==> src/rtl/rf_wr_arbiter.sv <==
// Two-requester write arbiter for a register file with a zero-fill scrub sweep.
// Define RF_BYPASS_EN to forward the in-flight write data onto matching read ports.
module rf_wr_arbiter #(
    parameter int DW = 16,
    parameter int AW = 4
) (
    input  logic          clk,
    input  logic          Clear,

    input  logic          w0_valid,
    input  logic [AW-1:0] w0_addr,
    input  logic [DW-1:0] w0_data,
    output logic          w0_ready,

    input  logic          w1_valid,
    input  logic [AW-1:0] w1_addr,
    input  logic [DW-1:0] w1_data,
    output logic          w1_ready,

    input  logic          scrub_req,
    output logic          scrub_busy,
    output logic          scrub_done,

    input  logic [AW-1:0] rd_a_addr,
    input  logic [AW-1:0] rd_b_addr,
    output logic [DW-1:0] rd_a_data,
    output logic [DW-1:0] rd_b_data,

    output logic [AW-1:0] Aaddr,
    output logic [AW-1:0] Baddr,
    input  logic [DW-1:0] A,
    input  logic [DW-1:0] B,

    output logic [AW-1:0] Caddr,
    output logic [DW-1:0] C,
    output logic          Load
);

    // state | meaning
    // RUN   | arbitrate requester writes onto the register-file write port
    // SCRUB | zero-fill every register, one per cycle, requesters stalled
    typedef enum logic {
        RUN   = 1'b0,
        SCRUB = 1'b1
    } state_t;

    localparam logic [AW-1:0] CNT_LAST = '1;

    state_t        state;
    state_t        state_next;
    logic [AW-1:0] cnt;
    logic          cnt_last;
    logic          last_grant;
    logic          accept;
    logic [AW-1:0] win_addr;
    logic [DW-1:0] win_data;

    assign cnt_last = (cnt == CNT_LAST);

    always_ff @(posedge clk or negedge Clear) begin
        if (!Clear) begin
            state <= RUN;
        end else begin
            state <= state_next;
        end
    end

    always_comb begin
        state_next = state;
        case (state)
            RUN: begin
                if (scrub_req) begin
                    state_next = SCRUB;
                end
            end
            SCRUB: begin
                if (cnt_last) begin
                    state_next = RUN;
                end
            end
            default: state_next = RUN;
        endcase
    end

    // last_grant=1 means requester 1 won last, so requester 0 wins a tie
    always_comb begin
        w0_ready   = 1'b0;
        w1_ready   = 1'b0;
        scrub_busy = 1'b0;
        case (state)
            RUN: begin
                if (!scrub_req) begin
                    if (w0_valid && (!w1_valid || last_grant)) begin
                        w0_ready = 1'b1;
                    end else if (w1_valid) begin
                        w1_ready = 1'b1;
                    end
                end
            end
            SCRUB: begin
                scrub_busy = 1'b1;
            end
            default: begin
                scrub_busy = 1'b0;
            end
        endcase
    end

    assign accept   = w0_ready | w1_ready;
    assign win_addr = w1_ready ? w1_addr : w0_addr;
    assign win_data = w1_ready ? w1_data : w0_data;

    // During SCRUB, cnt always equals the address currently presented on Caddr
    always_ff @(posedge clk or negedge Clear) begin
        if (!Clear) begin
            Load       <= 1'b0;
            Caddr      <= '0;
            C          <= '0;
            cnt        <= '0;
            scrub_done <= 1'b0;
            last_grant <= 1'b1;
        end else begin
            scrub_done <= (state == SCRUB) && cnt_last;
            if (accept) begin
                last_grant <= w1_ready;
            end
            case (state)
                RUN: begin
                    if (scrub_req) begin
                        cnt   <= '0;
                        Load  <= 1'b1;
                        Caddr <= '0;
                        C     <= '0;
                    end else if (accept) begin
                        Load  <= (win_addr != '0);
                        Caddr <= win_addr;
                        C     <= win_data;
                    end else begin
                        Load  <= 1'b0;
                    end
                end
                SCRUB: begin
                    C <= '0;
                    if (cnt_last) begin
                        cnt  <= '0;
                        Load <= 1'b0;
                    end else begin
                        cnt   <= cnt + 1'b1;
                        Caddr <= cnt + 1'b1;
                        Load  <= 1'b1;
                    end
                end
                default: begin
                    Load <= 1'b0;
                end
            endcase
        end
    end

    assign Aaddr = rd_a_addr;
    assign Baddr = rd_b_addr;

`ifdef RF_BYPASS_EN
    assign rd_a_data = (Load && (Caddr == rd_a_addr)) ? C : A;
    assign rd_b_data = (Load && (Caddr == rd_b_addr)) ? C : B;
`else
    assign rd_a_data = A;
    assign rd_b_data = B;
`endif

endmodule
==> config.mk <==
export PLATFORM = sky130hd
export DESIGN_NAME = rf_wr_arbiter
export DESIGN_NICKNAME = d
export VERILOG_FILES = /design/src/rtl/rf_wr_arbiter.sv
export SDC_FILE = /design/constraint.sdc
export NUM_CORES = 1
export LEC_CHECK = 0
export CORE_MARGIN = 4
export CORE_UTILIZATION = 30
export DETAILED_ROUTE_END_ITERATION = 8
export HOLD_SLACK_MARGIN = 0.03
export PLACE_DENSITY = 0.9
export RECOVER_POWER = 50
export SLEW_MARGIN = 10
export SYNTH_ARGS = -nofsm -noshare
export SYNTH_HDL_FRONTEND = slang
export SYNTH_SLANG_ARGS = --single-unit
==> constraint.sdc <==
create_clock -name clk -period 1.9 [get_ports clk]
set_input_delay 0.57 -clock clk [delete_from_list [all_inputs] [get_ports clk]]
set_output_delay 0.57 -clock clk [all_outputs]
set_load 0.02 [all_outputs]
==> results by stage, run 1 <==
Synth:
- The netlist area before placement is 1700 um^2.
- The count of unique library cells instantiated by Yosys is 37.
- The portion of synthesized cell area occupied by the leading cell type is 0.398.
- Among all cell types in the netlist, the one instantiated most often is sky130_fd_sc_hd__buf_4.
- In the synthesized netlist, the cells that appear most often are 42 x sky130_fd_sc_hd__buf_4, 27 x sky130_fd_sc_hd__dfrtp_1, 16 x sky130_fd_sc_hd__o21ai_1.
- Counting every instance in the synthesized netlist gives roughly 170.
- The Yosys step of the flow raised 0 warnings.
- Summed over all instances, the cell type with the most area after synthesis is sky130_fd_sc_hd__dfrtp_1.
- Of the synthesized area, sequential elements account for 0.414.
- The fraction of synthesis flops using an asynchronous set or reset pin is 1.00.
- In this run, synthesis inferred 0 flip-flops with an integrated enable.
- The number of register bits inferred by synthesis is 28.
- The main flop type after synthesis is sky130_fd_sc_hd__dfrtp_1.
- In the post-synthesis netlist, the biggest area contributors are sky130_fd_sc_hd__dfrtp_1 40%, sky130_fd_sc_hd__buf_4 19%, sky130_fd_sc_hd__o21ai_1 4.7%.
- The synthesized netlist net count is 258.
- The per-instance average area after synthesis is just under 10 um^2.

Timing:
- The worst pin sits at a relative slew slack of 0.551.
- The number of hold violations in the final report is 0.
- The highest attainable clock frequency is 540 MHz.
- Setup repair after global routing left no endpoint under its margin.
- The smallest hold slack is just over 0.5 ns.
- For the pin with the worst max-slew slack, the measured transition is slightly below 0.7 ns.
- The worst clock skew on the final layout is 0.00779 ns.
- The final setup violation count is 0.
- The max-slew violation total from the final report is 0.
- The period utilization is 0.975.
- The setup slack of the critical path after layout is ~0.048 ns.
- The time the worst path needs with I/O delays and setup is around 1.9 ns.

Critical path:
- The data required time at the worst endpoint is around 1.3 ns.
- Counting cells, the worst reg-to-reg path comes to 6.
- The category of the worst setup path launch point is a primary input.
- In this run the worst path has a maximum fanout of 3.
- On the critical path, the stage with the largest delay is an instance of sky130_fd_sc_hd__clkdlybuf4s15_2.
- The kind of end point of the critical path is an output pin.
- Walking the worst path, the cells encountered are clkdlybuf4s15_2, nor2_8, buf_4, nand2_4, clkinv_2, buf_4.
- The data arrival time at the worst-slack endpoint is 1.28 ns.
- The startpoint-to-endpoint class of the critical path is in2out.
- The largest single stage delay on the critical path is 0.23 ns.
- The most frequent cell on the critical path is sky130_fd_sc_hd__buf_4.

Final layout:
- With fillers left out, the area of the finished cells amounts to 2350 um^2.
- Of the cells placed in the final design, the portion with a size suffix greater than 1 is 0.174.
- The area growth from synthesis to layout is 38.3%.
- Registers take roughly 700 um^2.
- The net count of the finished layout is 300.
- The number of antenna diodes in the final layout is 0.
- The multi-input combinational cells in the finished layout cover a total of about 640 um^2.
- The final core utilization is 0.426.
- The number of fill cells in the layout is 553.
- The non-filler instance count after layout is around 290.

Detailed routing:
- The routed wire length is 4.32 mm.
- The detailed router finished its first iteration with 50 violations.
- The routed wirelength normalized by instance count is between 15 and 20 um.
- The number of nets still failing antenna checks after routing is 0.
- The number of vias per cell is about 4.8.
- The total number of vias is 1372.
- In the routed design, unresolved DRC markers number 0.
- The detailed-router iteration count before antenna repair is 6.

Pwr:
- In this run the power density over the cells is roughly 970 nW/um^2.
- Of the total power, combinational logic draws 0.424.
- Of the total power, the clock network draws 0.204.
- The largest voltage drop on the vdd net is around 0.65 mV.
- The switching part of the total is 0.326.
- Cell internal power was estimated by the tool at between 0.0015 and 0.002 W.
- The fraction of power consumed by sequential logic is 0.372.
- The static leakage is slightly above 1 nW.
- The analysis attributes to net switching a power of 0.000740 W.

Hold path:
- The tightest min-delay check is of the reg2reg type.
- Counting instances, the worst hold path has a depth of 2.

Floorplanning:
- In this run the count of I/O pins placed on the die edge is 150.
- The initialized floorplan defines 27 standard-cell rows.
- The floorplan step defined a core boundary enclosing around 5500 um^2.
- From bottom edge to top edge, the die measures between 80 and 90 um.
- The horizontal die dimension is between 80 and 90 um.
- The die footprint is 6920 um^2.
- The starting utilization of the core area is 0.308.

GRT:
- The total global routing track utilization is 0.123.
- The remaining global-route overflow is 0.
- The via count of the first global-routing pass is ~1400.
- The first-pass GRT wire length is 7.04 mm.
- The initial antenna violation count is 0.
- Entering global routing, the biggest net connects 30 pins.

Clock tree:
- At the later pin of the worst-skew pair, clock insertion delay measures 0.27 ns.
- CTS built an H-tree with a depth of 1.
- The root buffer cell chosen for the clock tree is sky130_fd_sc_hd__clkbuf_8.
- The clock passes through at most 2 buffers.
- The clock tree from TritonCTS is yes.
- The post-CTS clock slew at the launch and capture registers of the worst setup and hold paths is ~0.09 ns.
- The hold-fix buffer count after cts is 0.
- The count of clock tree sinks is 28.
- Clock tree synthesis inserted a total of 3 buffers.

Job:
- Across the run, the number of max-cap violations was 0.

Placed design:
- The placed instance count is 280.
- Routability-driven placement finished with a final weighted congestion of between 0.7 and 0.8.
- The detailed placer's ending HPWL is between 3 and 4 mm.
- Timing analysis after detailed placement gives a worst setup slack of -0.768 ns.
- During placement, the flow inserted port buffers numbering just under 70.
- The post-detailed-placement cell area is ~2300 um^2.

Outcome:
- The run finished with clean final reports.
[power by group through the flow]
stage               Sequential, W  Clock, W  Combinational (W)
floorplan                0.000934         0           0.000557
global placement         0.000847         0           0.000932
detailed placement       0.000851         0           0.000959
CTS                      0.000841  0.000478           0.000962
global route             0.000868  0.000510            0.00106
finish                   0.000845  0.000462           0.000962
[area by class of cell]
cell class              instances  area share
clock buffers                   3      0.0176
inverters                       2     0.00373
well taps                      72      0.0384
multi-input cells              92       0.274
clock inverters                 1      0.0128
repair buffers                 87       0.354
flip-flops and latches         28       0.300
[cell families (layout without fill, tap and decap cells)]
| kind of cell | count (synthesis) | after routing | synth area share |
|---|---|---|---|
| compound gates | 48 | 48 | 0.198 |
| buf+inv | 52 | 93 | 0.217 |
| simple gates | 34 | 34 | 0.112 |
| xor+xnor | 2 | 2 | 0.0103 |
| fa+ha+maj | 1 | 1 | 0.00737 |
| flops | 28 | 28 | 0.414 |
| mux | 7 | 7 | 0.0420 |
[layout by cell type (no fill, tap or decap), drive strengths merged, types with 5 or more instances in the layout]
cell type,n
mux2i,6
o22ai,10
nand3,15
clkdlybuf4s50,62
clkbuf,6
buf,19
nand2,6
o21ai,17
nor2,5
dfrtp,27
[flip-flops by register name, summed over array words and instances, names as in the netlist]
register    cells
C              16
Caddr           4
cnt             4
Load            1
last_grant      1
scrub_done      1
state           1
[stage by stage]
stage	total power, W	TNS (ns)
5_1_grt	0.00244	0
3_3_place_gp	0.00178	-3.32
2_1_floorplan	0.00149	0
4_1_cts	0.00228	-0.115
3_5_place_dp	0.00181	-4.00
6_report	0.00227	0
[layer usage]
layer,global-route usage,vias to the layer above,part of all wire
met4,0.0238,0,0.016
met5,0,-,0
met3,0.0506,10,0.084
met1,0.137,637,0.39
li1,-,658,-
met2,0.219,67,0.51
[critical path: cells and delay by family]
kind                   cells  cell delay [ns]
and+or+nand+nor            2             0.18
buffers and inverters      4             0.54
[worst paths after layout]
path	end	slack (ns)	from
min in group asynchronous	C[6]$_DFFE_PN0P_	0.87	Clear
min	C[2]$_DFFE_PN0P_	0.51	C[2]$_DFFE_PN0P_
max in group asynchronous	state$_DFF_PN0_	0.56	Clear
max	w1_ready	0.05	scrub_req
min reg2reg	C[2]$_DFFE_PN0P_	0.51	C[2]$_DFFE_PN0P_
max reg2reg	Caddr[2]$_DFFE_PN0P_	0.35	cnt[0]$_DFFE_PN0P_
[what timing repair did]
action	4_1_cts	5_1_grt
pin swaps	0	1
hold endpoints to repair	0	0
resized for setup	16	10
buffers inserted	1	0
endpoints found under the setup margin	3	3
No activity file was read; power rests on OpenSTA's default activity.
==> run 2, diff against run 1 <==
--- a/config.mk
+++ b/config.mk
@@ -6,4 +6,5 @@
 export NUM_CORES = 1
 export LEC_CHECK = 0
+export CAP_MARGIN = 20
 export CORE_MARGIN = 4
 export CORE_UTILIZATION = 30
@@ -16,2 +17,3 @@
 export SYNTH_HDL_FRONTEND = slang
 export SYNTH_SLANG_ARGS = --single-unit
+export TNS_END_PERCENT = 10
==> constraint.sdc (replaced) <==
create_clock -name clk -period 1.9 [get_ports clk]
set_input_delay 0.285 -clock clk [delete_from_list [all_inputs] [get_ports clk]]
set_output_delay 0.285 -clock clk [all_outputs]
set_load 0.02 [all_outputs]
==> results by stage, run 2 (synthesized netlist as in run 1, its figures left out) <==
Outcome:
- The flow ran to the end, and the final reports show no timing, DRC or antenna violations.

Floorplanning:
- The die boundary height is 83.2 um (unchanged).
- The number of standard-cell rows in the floorplan is 27 (unchanged).
- The die footprint is 6920 um^2 (unchanged).
- The top-level I/O count came to 150 (unchanged).
- The starting utilization of the core area is 0.308 (unchanged).
- The placeable core area is 5510 um^2 (unchanged).
- The horizontal die dimension is 83.2 um (unchanged).

Critical path:
- The worst setup path is launched from a primary input.
- The data arrival time at the worst-slack endpoint is 1.52 ns (+0.24 ns).
- The startpoint-to-endpoint class of the critical path is in2out.
- The worst setup path is captured at an output pin.
- The cell depth of the worst flop-to-flop path is 5 (-1).
- The data required time at the worst endpoint is 1.62 ns (+0.29 ns).
- The top fanout value on the critical path was 4 (+1).

Hold path:
- The path class of the tightest hold or removal check is reg2reg.
- The worst hold path stage count is 2 (unchanged).

Timing:
- The worst relative slew slack is 0.539 (-0.0123).
- The worst clock skew on the final layout came to 0.00489 ns (-0.00291 ns).
- The highest attainable clock frequency is 553 MHz (+2.5%).
- The time the worst path needs with I/O delays and setup is 1.81 ns (-0.0448 ns).
- The slew at the pin closest to its max-slew limit is 0.692 ns (+0.0184 ns).
- The number of hold violations in the final report is 0 (unchanged).
- The final setup violation count is 0 (unchanged).
- Setup repair after global routing left no endpoint under its margin.
- The max-slew violation total from the final report is 0 (unchanged).
- The smallest hold slack is 0.516 ns (+0.00759 ns).
- The period utilization came to 0.951 (-0.0236).

Clock tree:
- The clock latency at the later pin of the worst-skew pair was 0.28 ns (about the same).
- TritonCTS built the clock tree.
- The number of post-CTS setup repair buffers was 0 (-1).
- The post-CTS resize count is 2 (-14).
- The post-CTS clock slew at the launch and capture registers of the worst setup and hold paths is 0.09 ns (about the same).
- Clock tree synthesis selected as its root buffer the cell sky130_fd_sc_hd__clkbuf_8.
- The count of clock tree sinks was 28 (unchanged).
- The CTS buffer count is 3 (unchanged).
- The hold-fix buffer count after cts is 0 (unchanged).
- The number of levels in the clock H-tree is 1 (unchanged).
- The maximum buffer depth of the clock tree is 2 (unchanged).

Detailed routing:
- The number of vias per cell is 4.81 (about the same).
- The detailed-router iteration count before antenna repair was 4 (-2).
- The total number of vias is 1362 (-0.73%).
- The count of unresolved DRC violations after routing was 0 (unchanged).
- The routed wire length is 4.41 mm (+2.0%).
- The DRC violation total after the first TritonRoute iteration is 50 (unchanged).
- The routed wirelength normalized by instance count came to 15.6 um (+2.7%).
- The number of nets still failing antenna checks after routing was 0 (unchanged).

GRT:
- The pin count of the biggest net entering global routing is 30 (unchanged).
- The remaining global-route overflow is 0 (unchanged).
- The total global routing track utilization is 0.125 (+0.00210).
- The initial antenna violation count is 0 (unchanged).
- The first-pass GRT wire length was 6.98 mm (-0.98%).
- The via count of the first global-routing pass is 1364 (-4.2%).

Final layout:
- The final core utilization was 0.419 (-0.00682).
- The fraction of final layout cells with drive strength greater than 1 was 0.128 (-0.0457).
- The library cells used most frequently in the layout, excluding fill and tap cells, are 65 x sky130_fd_sc_hd__clkdlybuf4s50_1, 27 x sky130_fd_sc_hd__dfrtp_1, 15 x sky130_fd_sc_hd__o21ai_1, 15 x sky130_fd_sc_hd__nand3_1, 14 x sky130_fd_sc_hd__buf_4.
- The antenna diode instance count is 0 (unchanged).
- The register with the highest flop count is C.
- The final-stage net count came to 298 (-0.67%).
- The most common cell after layout, fill and taps aside is sky130_fd_sc_hd__clkdlybuf4s50_1.
- The area overhead of the layout relative to synthesis is 36.1%.
- The number of flip-flops under the largest register name is 16 (unchanged).
- In the final layout, the registers with the most flip-flops are C x16, Caddr x4, cnt x4.

Pwr:
- The static leakage is 1.00 nW (-2.1%).
- The largest voltage drop on the vdd net is 0.525 mV (-19%).
- The power density over the cells came to 931 nW/um^2 (-3.8%).

Placed design:
- The number of port buffers came to 69 (unchanged).
- The detailed placer's ending HPWL is 3.42 mm (-0.29%).
- The final weighted congestion in routability-driven placement is 0.786 (-0.46%).

Job:
- The max-capacitance violation count is 0 (unchanged).
## run 2: cell types whose count changed in the layout (fill, tap and decap cells not counted), sizes merged
cell	before	now
clkbuf	6	5
dlygate4sd2	0	1
clkdlybuf4s15	2	1
dlymetal6s2s	0	1
bufinv	1	0
buf	19	15
clkdlybuf4s50	62	65
## run 2: critical path, stage by stage
cell	delay [ns]
sky130_fd_sc_hd__clkdlybuf4s50_1	0.55
sky130_fd_sc_hd__a21boi_4	0.24
sky130_fd_sc_hd__nand2_4	0.06
sky130_fd_sc_hd__clkinv_2	0.04
sky130_fd_sc_hd__dlygate4sd2_1	0.34
## run 2: stage by stage
stage               power, W  instances  cell area, um^2  setup TNS (ns)  worst slack, ns
floorplan            0.00149        172             1700               0            0.397
global placement     0.00177        279             2250          -0.329           -0.170
detailed placement   0.00181        279             2250          -0.360           -0.181
CTS                  0.00219        283             2310               0           0.0123
global route         0.00231        283             2310               0           0.0245
finish               0.00215        283             2310               0           0.0931
## run 2: area by class of cell
cell class	instances	area [um^2]
Inverter	2	8.76
Fill cell	549	3200
Tap cell	72	90.1
Clock buffer	4	55.1
Multi-Input combinational cell	92	631
Sequential cell	28	702
Timing Repair Buffer	85	822
## run 2: worst paths after layout
check                                   startpoint              endpoint  slack [ns]
worst min register to register    C[9]$_DFFE_PN0P_      C[9]$_DFFE_PN0P_        0.52
worst max register to register  cnt[0]$_DFFE_PN0P_  Caddr[1]$_DFFE_PN0P_        0.44
max in group asynchronous                    Clear    cnt[2]$_DFFE_PN0P_        0.87
worst max-delay path                      w1_valid              w1_ready        0.09
worst min-delay path              C[9]$_DFFE_PN0P_      C[9]$_DFFE_PN0P_        0.52
min in group asynchronous                    Clear      C[4]$_DFFE_PN0P_        0.59
## run 2: power breakdown
part	switching [W]	internal (W)	total, W
sequential	0.000101	0.000740	0.000842
clock	0.000186	0.000186	0.000371
combinational	0.000454	0.000482	0.000937
total	0.000741	0.00141	0.00215
## run 2: routing by layer
layer,share of wire,wire [um],vias up,track usage
met2,0.49,2170,72,0.206
li1,-,-,652,-
met1,0.39,1720,624,0.147
met3,0.090,395,14,0.0476
met4,0.029,128,0,0.0475
met5,0,0,-,0
==> run 3, diff against run 2 <==
Settings changed: CELL_PAD_IN_SITES_DETAIL_PLACEMENT from default to 1, CELL_PAD_IN_SITES_GLOBAL_PLACEMENT from default to 1, CORE_UTILIZATION 30 to 21, PLACE_DENSITY 0.9 to 0.92.
==> results by stage, run 3 (synthesized netlist as in run 1, its figures left out) <==
Outcome:
- The flow ran to the end, and the final reports show no timing, DRC or antenna violations.

Detailed routing:
- The detailed-router iteration count before antenna repair came to 4 (unchanged).
- The total number of vias is 1409 (+3.5%).
- The routed wirelength normalized by instance count was 16.5 um (+5.8%).
- The count of unresolved DRC violations after routing is 0 (unchanged).
- The routed wire length is 5.18 mm (+17%).
- The number of nets still failing antenna checks after routing is 0 (unchanged).
- The DRC violation total after the first TritonRoute iteration is 27 (-46%).
- The number of vias per cell is 4.49 (-6.8%).

Timing:
- The time the worst path needs with I/O delays and setup is 1.82 ns (+0.0134 ns).
- The worst clock skew on the final layout came to 0.00875 ns (+0.00386 ns).
- The final setup violation count is 0 (unchanged).
- The number of hold violations in the final report came to 0 (unchanged).
- The max-slew violation total from the final report is 0 (unchanged).
- The worst relative slew slack is 0.512 (-0.0263).
- The period utilization is 0.958 (+0.00704).
- The slew at the pin closest to its max-slew limit was 0.731 ns (+0.0394 ns).
- The highest attainable clock frequency is 549 MHz (-0.73%).
- The setup slack of the critical path after layout came to 0.0797 ns (-0.0134 ns).
- Setup repair after global routing left no endpoint under its margin.

Pwr:
- The power density over the cells is 932 nW/um^2 (about the same).
- The largest voltage drop on the vdd net came to 0.419 mV (-20%).
- The internal power is 0.00141 W (+0.32%).
- The power share of the clock group is 0.171 (-0.002).
- The power share of the combinational group came to 0.440 (+0.004).
- The net switching power figure is 0.000779 W (+5.0%).
- The fraction of power consumed by sequential logic is 0.388 (-0.004).
- The switching part of the total is 0.355 (+0.0105).
- The total chip power was 0.00219 W (+2.0%).
- The static leakage came to 1.01 nW (+0.90%).

Final layout:
- The number of flip-flops under the largest register name is 16 (unchanged).
- The area taken by multi-input logic gates was 631 um^2 (unchanged).
- The largest registers in the layout are C x16, Caddr x4, cnt x4.
- The library cell used most frequently in the layout, excluding fill and tap cells, is sky130_fd_sc_hd__clkdlybuf4s50_1.
- The sequential cell area is 702 um^2 (unchanged).
- The antenna diode instance count is 0 (unchanged).
- The non-filler instance count after layout is 314 (+11%).
- The area overhead of the layout relative to synthesis is 38.6%.
- The final-stage net count is 299 (+0.34%).
- The fraction of final layout cells with drive strength greater than 1 is 0.132 (+0.00411).
- The library cells used most frequently in the layout, excluding fill and tap cells, are 65 x sky130_fd_sc_hd__clkdlybuf4s50_1, 27 x sky130_fd_sc_hd__dfrtp_1, 15 x sky130_fd_sc_hd__o21ai_1, 15 x sky130_fd_sc_hd__nand3_1, 15 x sky130_fd_sc_hd__buf_4.
- The number of fill cells in the layout is 885 (+61%).
- The register with the highest flop count is C.
- The final core utilization is 0.301 (-0.118).

Job:
- The max-capacitance violation count is 0 (unchanged).

GRT:
- The via count of the first global-routing pass is 1550 (+14%).
- The initial antenna violation count is 0 (unchanged).
- The remaining global-route overflow was 0 (unchanged).
- The total global routing track utilization is 0.108 (-0.0173).
- The pin count of the biggest net entering global routing is 30 (unchanged).
- The first-pass GRT wire length was 8.26 mm (+18%).

Critical path:
- STA classifies the critical path endpoint as an output pin.
- The top fanout value on the critical path is 3 (-1).
- The startpoint-to-endpoint class of the critical path is in2out.
- The highest cell delay on the worst timing path is 0.52 ns (-0.03 ns).
- Walking the worst path, the cells encountered are clkdlybuf4s50_1, nor2_8, and3_1, dlygate4sd2_1.
- The data arrival time at the worst-slack endpoint is 1.54 ns (+0.02 ns).
- The data required time at the worst endpoint is 1.62 ns (about the same).
- Among all stages on the critical path, the largest delay is contributed by sky130_fd_sc_hd__clkdlybuf4s50_1.
- STA classifies the critical path startpoint as a primary input.

Clock tree:
- The number of levels in the clock H-tree is 1 (unchanged).
- The tree is rooted in a sky130_fd_sc_hd__clkbuf_8.
- The post-CTS clock slew at the launch and capture registers of the worst setup and hold paths is 0.09 ns (about the same).
- The clock tree from TritonCTS is yes.
- The CTS buffer count is 3 (unchanged).
- The clock latency at the later pin of the worst-skew pair is 0.28 ns (about the same).
- The maximum buffer depth of the clock tree came to 2 (unchanged).
- The count of clock tree sinks is 28 (unchanged).
- The number of post-CTS setup repair buffers is 0 (unchanged).

Placed design:
- The final weighted congestion in routability-driven placement was 0.786 (about the same).
- The pre-CTS setup slack is -0.210 ns (-0.0296 ns).
- The detailed placer's ending HPWL was 4.06 mm (+19%).
- The placed instance count is 310 (+11%).
- The number of port buffers was 69 (unchanged).

Floorplanning:
- The starting utilization of the core area came to 0.217 (-0.0908).
- The placeable core area came to 7810 um^2 (+42%).
- The horizontal die dimension was 97.9 um (+18%).
- The top-level I/O count was 150 (unchanged).
- The number of standard-cell rows in the floorplan is 32 (+19%).
- The die footprint is 9580 um^2 (+38%).
- The die boundary height is 97.9 um (+18%).

Hold path:
- The tightest min-delay check is of the reg2reg type.
## run 3: cell type report
cell class,instances,area share
Clock buffer,4,0.0234
Multi-Input combinational cell,92,0.268
Timing Repair Buffer,86,0.352
Tap cell,102,0.0543
Sequential cell,28,0.298
Inverter,2,0.00372
## run 3: per-stage QoR
stage	cell area, um^2	hold WS [ns]	TNS, ns
global placement	2300	0.489	-0.385
global route	2350	0.550	0
detailed placement	2300	0.500	-0.548
finish	2350	0.519	0
CTS	2350	0.395	0
floorplan	1700	-0.0106	0
## run 3: per-layer routing
layer  share of wire  global-route usage  up-vias
met5               0                   0        -
met4           0.027              0.0373        0
met3           0.078              0.0343       20
met2            0.50               0.190       55
met1            0.39               0.122      676
li1                -                   -      658
## run 3: final timing paths
path,depth (start not counted),to,startpoint,slack (ns)
setup / recovery,4,w0_ready,scrub_req,0.08
hold / removal,2,C[2]$_DFFE_PN0P_,C[2]$_DFFE_PN0P_,0.52
setup reg to reg,5,Caddr[2]$_DFFE_PN0P_,cnt[0]$_DFFE_PN0P_,0.37
hold reg to reg,2,C[2]$_DFFE_PN0P_,C[2]$_DFFE_PN0P_,0.52
max in group asynchronous,2,C[4]$_DFFE_PN0P_,Clear,0.85
min in group asynchronous,2,state$_DFF_PN0_,Clear,0.59
## run 3: power groups by stage
stage	Sequential (W)	Combinational (W)	Clock [W]
global placement	0.000850	0.000944	0
CTS	0.000852	0.000991	0.000401
global route	0.000872	0.00106	0.000425
finish	0.000851	0.000965	0.000375
floorplan	0.000934	0.000557	0
detailed placement	0.000862	0.000989	0
## run 3: repair_timing
action	4_1_cts	5_1_grt
hold buffers	0	0
setup endpoints to repair	2	1
resized for setup	2	1
pin swaps	0	0
## run 3: critical path, delay by kind of cell
kind | cells | cell delay [ns]
buf+inv | 2 | 0.87
simple gates | 2 | 0.38
